--- src/rtl/mac_ctrl_pkg.sv ---
// Shared state encoding, array instruction codes and phase-counter sizing
// for the MAC array sequencer.
package mac_ctrl_pkg;

    typedef enum logic [2:0] {
        IDLE,
        LOAD,
        SETTLE,
        EXEC,
        DRAIN,
        DONE
    } state_t;

    localparam logic [1:0] INST_NOP  = 2'b00;
    localparam logic [1:0] INST_LOAD = 2'b01;
    localparam logic [1:0] INST_EXEC = 2'b10;

    // Wide enough for the longest phase (LOAD/SETTLE, DRAIN or a full-range EXEC).
    function automatic int phase_width(input int n_row, input int n_col, input int n_len_bw);
        int span;
        span = 2 * n_col;
        if (n_row + n_col > span) span = n_row + n_col;
        if ((1 << n_len_bw) > span) span = 1 << n_len_bw;
        return $clog2(span) + 1;
    endfunction

endpackage

--- src/rtl/inst_skew.sv ---
// Instruction skew chain: row r receives the row-0 command delayed by r cycles,
// so every row of the MAC array sees the same sequence one cycle after the row above.
module inst_skew #(
    parameter int row = 8
) (
    input  logic             clk,
    input  logic             reset,
    input  logic [1:0]       cmd_p0,
    output logic [2*row-1:0] inst_w
);

    assign inst_w[1:0] = cmd_p0;

    generate
        if (row > 1) begin : g_chain
            logic [1:0] skew_q [row-1];

            always_ff @(posedge clk) begin
                if (reset) begin
                    for (int i = 0; i < row - 1; i++) skew_q[i] <= 2'b00;
                end else begin
                    skew_q[0] <= cmd_p0;
                    for (int i = 1; i < row - 1; i++) skew_q[i] <= skew_q[i-1];
                end
            end

            for (genvar r = 1; r < row; r++) begin : g_tap
                assign inst_w[2*r+1:2*r] = skew_q[r-1];
            end
        end
    endgenerate

endmodule

--- src/rtl/mac_array_ctrl.sv ---
// Load/execute/drain sequencer for the mac_row array. Optional busy-cycle
// counter output perf_cycles is built when MAC_CTRL_PERF_CNT_EN is defined.
module mac_array_ctrl
    import mac_ctrl_pkg::*;
#(
    parameter int row     = 8,
    parameter int col     = 8,
    parameter int addr_bw = 11,
    parameter int len_bw  = 8
) (
    input  logic               clk,
    input  logic               reset,
    input  logic               start,
    input  logic [len_bw-1:0]  num_exec,
    input  logic [addr_bw-1:0] w_base,
    input  logic [addr_bw-1:0] x_base,
    output logic               w_rd_en,
    output logic [addr_bw-1:0] w_addr,
    output logic               x_rd_en,
    output logic [addr_bw-1:0] x_addr,
    output logic [2*row-1:0]   inst_w,
    output logic               busy,
    output logic               done
`ifdef MAC_CTRL_PERF_CNT_EN
    ,
    output logic [31:0]        perf_cycles
`endif
);

    localparam int CW = phase_width(row, col, len_bw);

    state_t             state_q, state_d;
    logic [CW-1:0]      phase_q;
    logic               phase_last;
    logic [len_bw-1:0]  num_q;
    logic [addr_bw-1:0] w_base_q;
    logic [addr_bw-1:0] x_base_q;
    logic [1:0]         cmd_p0;
    logic               start_acc;

    assign start_acc = (state_q == IDLE) && start;

    // A zero-length EXEC never reaches this compare: SETTLE skips straight to DRAIN.
    always_comb begin
        phase_last = 1'b0;
        case (state_q)
            LOAD, SETTLE: phase_last = (phase_q == CW'(col - 1));
            EXEC:         phase_last = (phase_q == (CW'(num_q) - CW'(1)));
            DRAIN:        phase_last = (phase_q == CW'(row + col - 1));
            default:      phase_last = 1'b0;
        endcase
    end

    always_comb begin
        state_d = state_q;
        case (state_q)
            IDLE:    if (start) state_d = LOAD;
            LOAD:    if (phase_last) state_d = SETTLE;
            SETTLE:  if (phase_last) state_d = (num_q != '0) ? EXEC : DRAIN;
            EXEC:    if (phase_last) state_d = DRAIN;
            DRAIN:   if (phase_last) state_d = DONE;
            DONE:    state_d = IDLE;
            default: state_d = IDLE;
        endcase
    end

    always_comb begin
        w_rd_en = (state_q == LOAD);
        x_rd_en = (state_q == EXEC);
        w_addr  = '0;
        x_addr  = '0;
        if (w_rd_en) w_addr = w_base_q + addr_bw'(phase_q);
        if (x_rd_en) x_addr = x_base_q + addr_bw'(phase_q);
    end

    assign busy = (state_q != IDLE);
    assign done = (state_q == DONE);

    always_ff @(posedge clk) begin
        if (reset) begin
            state_q  <= IDLE;
            phase_q  <= '0;
            num_q    <= '0;
            w_base_q <= '0;
            x_base_q <= '0;
        end else begin
            state_q <= state_d;
            if ((state_d != state_q) || (state_q == IDLE)) phase_q <= '0;
            else phase_q <= phase_q + CW'(1);
            if (start_acc) begin
                num_q    <= num_exec;
                w_base_q <= w_base;
                x_base_q <= x_base;
            end
        end
    end

    // Stage p0: row-0 command lags the read enable by the SRAM read latency.
    always_ff @(posedge clk) begin
        if (reset) cmd_p0 <= INST_NOP;
        else if (w_rd_en) cmd_p0 <= INST_LOAD;
        else if (x_rd_en) cmd_p0 <= INST_EXEC;
        else cmd_p0 <= INST_NOP;
    end

    inst_skew #(
        .row(row)
    ) u_skew (
        .clk    (clk),
        .reset  (reset),
        .cmd_p0 (cmd_p0),
        .inst_w (inst_w)
    );

`ifdef MAC_CTRL_PERF_CNT_EN
    // Starts at 1 for the first busy cycle; DONE is the last cycle counted.
    always_ff @(posedge clk) begin
        if (reset) perf_cycles <= '0;
        else if (start_acc) perf_cycles <= 32'd1;
        else if (busy && (state_q != DONE) && (perf_cycles != '1))
            perf_cycles <= perf_cycles + 32'd1;
    end
`endif

endmodule

--- config.mk ---
export PLATFORM = sky130hd
export DESIGN_NAME = mac_array_ctrl
export DESIGN_NICKNAME = d
export VERILOG_FILES = /design/src/rtl/mac_ctrl_pkg.sv /design/src/rtl/inst_skew.sv /design/src/rtl/mac_array_ctrl.sv
export SDC_FILE = /design/constraint.sdc
export NUM_CORES = 1
export LEC_CHECK = 0
export BUFFER_PORTS_ARGS = -buffer_cell sky130_fd_sc_hd__buf_2
export CAP_MARGIN = 20
export CORE_UTILIZATION = 25
export DETAILED_ROUTE_END_ITERATION = 8
export HOLD_SLACK_MARGIN = 0.03
export SLEW_MARGIN = 20
export SYNTH_ARGS = -nofsm -noshare
export SYNTH_HDL_FRONTEND = slang
export SYNTH_HIERARCHICAL = 1
export SYNTH_SLANG_ARGS = --single-unit
--- constraint.sdc ---
create_clock -name clk -period 2.3 [get_ports clk]
set_input_delay 0.345 -clock clk [delete_from_list [all_inputs] [get_ports clk]]
set_output_delay 0.345 -clock clk [all_outputs]
set_load 0.03 [all_outputs]
# Word-level counts from Yosys, hierarchy flattened
# Memories as Yosys holds them, arrays and structs flattened.
# Index checks and enable logic that the tools add are counted.
dict set report op_classes {
  reduce_logical 8
  addsub 4
  n_mux 22
  n_bitwise 7
  n_mul 0
  shifts 0
  div 0
  order_cmp 0
  eq_ne 9
}
# op count
set op_table {}
lappend op_table {{$add 11x9->11} 2}
lappend op_table {{$mux 11} 2}
lappend op_table {{$mux 3} 6}
lappend op_table {{$mux 2} 8}
lappend op_table {{$pmux 3 s5} 1}
lappend op_table {{$add 9x1->9 const B} 1}
lappend op_table {{$eq 9x3->1 const B} 1}
lappend op_table {{$eq 9x4->1 const B} 1}
lappend op_table {{$eq 9x9->1} 1}
lappend op_table {{$sub 8x1->9 const B} 1}
lappend op_table {{$reduce_bool 8->1} 1}
lappend op_table {{$or 1x1->1} 7}
lappend op_table {{$eq 3x2->1 const B} 2}
lappend op_table {{$eq 3x3->1 const B} 2}
lappend op_table {{$reduce_or 2->1} 3}
lappend op_table {{$mux 1} 4}
lappend op_table {{$eq 3x1->1 const B} 1}
lappend op_table {{$logic_not 3->1} 1}
lappend op_table {{$ne 3x3->1} 1}
lappend op_table {{$pmux 1 s3} 1}
lappend op_table {{$reduce_bool 3->1} 1}
lappend op_table {{$logic_and 1x1->1} 1}
lappend op_table {{$logic_or 1x1->1} 1}
dict set report word_totals {
  latch_bits 0
  ramBits 14
  ff_bits 44
  inputBits 33
  mem_bits_ro 0
  output_inout_bits 42
  mem_count 1
}
# memory depth word_bits read_ports rd_ports_with_merged_regs wr line_no
set memory_table {}
lappend memory_table {u_skew.g_chain.skew_q 7 2 7 0 7 inst_skew.sv:16} ;# logic [1:0] skew_q [row-1];

# Logic depth before layout (Yosys ltp)
dict set report depth {
  ltp_word 8
  mapped_depth 9
}

# Cells and area by module
# The synthesis kept the hierarchy.
# module area_each_um2 cells_each instances
set by_module_without_submodules {}
lappend by_module_without_submodules {mac_array_ctrl 2832.7 368 1}
lappend by_module_without_submodules {inst_skew 422.9 31 1}

# Worst setup path after synthesis
# OpenSTA, ideal clock, no wires.
dict set report synth_path {
  path_type {register to output}
  startpoint {register phase_q[0]}
  endpoint {output w_addr[6]}
  setup_slack_ps -353
  path_stages_with_launch 8
  n_path_buf 0
  arrival_time_ps 2308
  path_cell_list {dfxtp_1 > ha_1 > fa_1 > a21o_1 > a21oi_1 > o21ba_2 > nor2_1 > a211oi_1}
}
dict set report synth_between {
  elab_chain_len 2
}
# element line_no
set synth_rtl {}
lappend synth_rtl {{start: declaration} mac_array_ctrl.sv:33} ;# logic [CW-1:0] phase_q;
lappend synth_rtl {{start signal: assignment} mac_array_ctrl.sv:89} ;# else phase_q <= phase_q + CW'(1);
lappend synth_rtl {{$add 11x9->11} mac_array_ctrl.sv:72} ;# if (w_rd_en) w_addr = w_base_q + addr_bw'(phase_q);
lappend synth_rtl {{$mux 11} mac_array_ctrl.sv:72}
lappend synth_rtl {{end: declaration} mac_array_ctrl.sv:18} ;# output logic [addr_bw-1:0] w_addr,
# No other way between the ends.

# Final worst setup path
dict set report layout_path {
  startpoint {register phase_q[0]}
  endpoint {output x_addr[10]}
}
dict set report layout_between {
  elab_chain_len 2
}
# element line_no
set layout_rtl {}
lappend layout_rtl {{$add 11x9->11} mac_array_ctrl.sv:73} ;# if (x_rd_en) x_addr = x_base_q + addr_bw'(phase_q);
lappend layout_rtl {{$mux 11} mac_array_ctrl.sv:73}
lappend layout_rtl {{end: declaration} mac_array_ctrl.sv:20} ;# output logic [addr_bw-1:0] x_addr,
# No other way between the ends.

==> run_results.csv <==
group,metric,value,unit
run_status,status,"finished, violations left",
run_status,violations,"setup timing",
worst_setup_path,cp_cell_sequence,"ha_4, fa_2, a21o_1, a21oi_2, o21ba_4, nor2_4, a41oi_2, xor2_2, nor2_4, buf_6",
die,rows,41,
cells_and_area,fillers,1324,
worst_setup_path,cp_top_family,"compound AO/OA/AOI/OAI gates",
die,core-area,12700,um2
worst_setup_path,crit_top_cell,"nor2_4",
worst_setup_path,reg2reg_from,"num_q[2]$_SDFFE_PP0P_",
worst_setup_path,critPathBufInv,1,
synthesis,syn_nets,454,
timing,hold_slack,0.255,ns
pwr,power.density,587,nW/um2
cts,cts.clk_slew.worst_paths,0.05,ns
place,dp_hpwl,7020,um
detailed_routing,routed_wl,9280,um
cells_and_area,final_core_util,0.376,
place,dp.cells,661,
timing,fmax,374,MHz
global_route,grt_pass1_wl,14700,um
detailed_routing,firstDrtPassIters,4,
cells_and_area,stdcell_count,682,
die,fp.dieW,116,um
flow_run,cap_viol_max_count,0,
die,start_util,0.257,
global_route,grt_max_degree,31,
timing,rsz0062_at_grt,"yes",
die,fp.dieH,116,um
worst_setup_path,reg2reg_to,"state_q[0]$_SDFF_PP0_",
worst_setup_path,critPathMaxFanout,3,
synthesis,avgSynthCellArea,8.16,um2
detailed_routing,ant_nets,0,
timing,setup_viol,13,
worst_setup_path,worst_ep_required_time,1.96,ns
synthesis,syn_inst,399,
synthesis,ys_ff_latch,58,
worst_setup_path,cp-start-kind,"flop",
detailed_routing,drc,0,
timing,final-max-slew-violation-count,0,
global_route,gr-usage-met3,0.0389,
synthesis,synth_flop_cell,"dfxtp_1",
detailed_routing,wl_per_cell,13.6,um
cts,cts_buffers,9,
timing,hold_violations,0,
synthesis,syn_area,3260,um2
worst_setup_path,r2r_cells,8,
cells_and_area,final_nets,560,
cells_and_area,num_antenna_cells,0,
synthesis,synth_edf_count,0,
worst_hold_path,whs_path_depth,3,
worst_setup_path,critPathCaptureType,"output pin",
pwr,vdd.ir_drop.worst,0.422,mV
global_route,antenna_found_initial,0,
cts,cts_tree,"yes",
cts,clockBufferDepth,2,
timing,finalCritPeriodShare,1.16,
timing,clock_skew,0.00752,ns
cells_and_area,area_delta_synth_final,46.5,%
global_route,use_met2,0.265,
detailed_routing,viasPerCell,4.58,
timing,min_period,2.68,ns
timing,worst_slew_pin_slew,0.628,ns
worst_setup_path,worstPathArrival,2.33,ns
global_route,grt_overflow,0,
timing,maxSlewHeadroom,0.582,
timing,timing.final.ws_setup,-0.375,ns
worst_hold_path,hold_start,"num_exec[3]",
global_route,met1_usage,0.165,
place,port_buffers,74,
place,placed_cell_area,4070,um2
die,io_pins,75,
worst_hold_path,hold_path.class,"in -> reg",
worst_hold_path,holdPathEnd,"num_q[3]$_SDFFE_PP0P_",
cts,htree_levels,3,
synthesis,synthDistinctLibCells,50,
global_route,top_usage_layer,"met2",
synthesis,ys_warn_count,6,
place,globalplace.congestion,0.898,
die,dieArea,13500,um2
worst_setup_path,slowest_stage,"dfxtp_4",
global_route,grt_pass1_vias,3057,
worst_setup_path,worst-setup-path-type,"reg -> out",
cells_and_area,stdcell_area,4770,um2
detailed_routing,drt_iter0_markers,109,
synthesis,synthArstFlopShare,0,
detailed_routing,routed-via-count,3124,
synthesis,synth.yosys.seq_area_share,0.357,
cts,cts-root-buf,"clkbuf_16",
cts,clk_latency,0.33,ns
worst_setup_path,reg2reg_slack,0.01,ns
pwr,p_leak,2.07,nW
cts,cts.sinks,58,
global_route,globalRouteTotalUtil,0.144,
worst_setup_path,cpPeakStageDelay,0.36,ns
cells_and_area,drive_gt1_frac,0.416,
repair_timing:
action                                  4_1_cts  5_1_grt
endpoints found under the setup margin       21       27
resized for setup                            42       37
hold buffers                                  0        0
cloned                                        0        0
pin swaps                                    20       31
setup buffers                                 6        4
state kept, by name, summed over array words and instances (netlist names):
name / count
cmd_p0: 2
num_q: 8
phase_q: 9
state_q: 3
u_skew/g_chain.skew_q: 14
w_base_q: 11
x_base_q: 11
cells in the final DEF (no fill, tap or decap), types with 8 or more instances in the layout:
cell,instances
nor2b_2,10
buf_2,59
buf_6,12
a21o_1,10
nor3_1,8
clkbuf_16,9
nor2_1,27
nand2_1,72
inv_1,12
dfxtp_1,52
xnor2_1,12
ha_1,14
buf_4,41
a21oi_1,37
xor2_1,9
worst max-delay path by stage:
stage	start	end	slack, ns	depth (start not counted)
5_1_grt	phase_q[0]$_SDFF_PP0_	x_addr[8]	-0.46	10
6_report	phase_q[0]$_SDFF_PP0_	x_addr[10]	-0.38	10
3_5_place_dp	phase_q[0]$_SDFF_PP0_	x_addr[10]	-0.16	10
4_1_cts	phase_q[0]$_SDFF_PP0_	w_addr[10]	-0.38	10
2_1_floorplan	phase_q[1]$_SDFF_PP0_	w_addr[7]	0.007	8
3_3_place_gp	phase_q[0]$_SDFF_PP0_	x_addr[10]	-0.13	10
Yosys cell counts, types with 2 or more instances:
| master | instances | share of area |
|---|---|---|
| a211oi_1 | 4 | 0.0092 |
| a21o_1 | 10 | 0.023 |
| a21oi_1 | 44 | 0.068 |
| a31o_2 | 2 | 0.0054 |
| a41oi_1 | 2 | 0.0054 |
| and2_1 | 7 | 0.013 |
| and2b_1 | 3 | 0.0069 |
| and3_1 | 2 | 0.0038 |
| buf_2 | 2 | 0.0031 |
| buf_4 | 2 | 0.0046 |
| clkbuf_1 | 12 | 0.014 |
| dfxtp_1 | 58 | 0.36 |
| fa_1 | 2 | 0.012 |
| ha_1 | 20 | 0.077 |
| inv_1 | 13 | 0.015 |
| nand2_1 | 72 | 0.083 |
| nand2b_1 | 2 | 0.0038 |
| nand3_1 | 5 | 0.0077 |
| nand4_1 | 4 | 0.0077 |
| nor2_1 | 37 | 0.043 |
| nor2b_2 | 10 | 0.027 |
| nor3_1 | 10 | 0.015 |
| o21a_1 | 5 | 0.012 |
| o21ai_0 | 7 | 0.011 |
| o21ai_2 | 2 | 0.0054 |
| o21ba_2 | 2 | 0.0061 |
| o21bai_1 | 5 | 0.012 |
| o31ai_1 | 2 | 0.0046 |
| o32ai_2 | 2 | 0.010 |
| or2_2 | 4 | 0.0077 |
| or3_1 | 3 | 0.0058 |
| xnor2_1 | 16 | 0.043 |
| xor2_1 | 11 | 0.030 |
metrics by stage:
| step | power (mW) | TNS (ns) | setup WS [ns] |
|---|---|---|---|
| after floorplan | 1.29 | 0 | 0.00692 |
| after global placement | 1.41 | -0.440 | -0.129 |
| after global routing | 2.94 | -4.79 | -0.463 |
| after detailed placement | 1.42 | -0.781 | -0.158 |
| final | 2.80 | -3.29 | -0.375 |
| after CTS | 2.80 | -3.66 | -0.376 |
per-layer routing:
metal | part of all wire | wire [um]
met3 | 0.045 | 420
met4 | 0.0085 | 79
met5 | 0 | 0
met1 | 0.43 | 3990
met2 | 0.52 | 4790
cells by family (layout without fill, tap and decap cells):
family,Yosys count,after routing,share of synthesized area
AOI/OAI and AO/OA,92,92,0.185
xor gates and xnor gates,27,27,0.0726
and+or+nand+nor,170,170,0.256
adders and majority gates,22,22,0.0892
buffers and inverters,30,141,0.0400
DFF,58,58,0.357
layout make-up:
type	count	area [um2]	share of cell area
clock buffers	11	253	0.0530
well taps	172	215	0.0451
flip-flops and latches	58	1170	0.246
clock inverters	5	52.6	0.0110
inverters	13	48.8	0.0102
repair buffers	112	738	0.155
multi-input cells	311	2290	0.480
worst reg2reg max path, stage by stage, from the launching register on:
cell and delay, ns:
dfxtp_1 0.31, or4_4 0.57, buf_6 0.15, nor4_4 0.17
xnor2_1 0.19, or3_1 0.18, nand4_4 0.14, or2_4 0.29
o31ai_2 0.21
report_power, final:
group	internal [mW]	leakage (nW)	switching [mW]
Sequential	1.04	0.476	0.0348
Combinational	0.165	1.44	0.208
Clock	0.890	0.151	0.460
Total	2.10	2.07	0.703
Note: power is estimated with default switching activity, not from simulation.
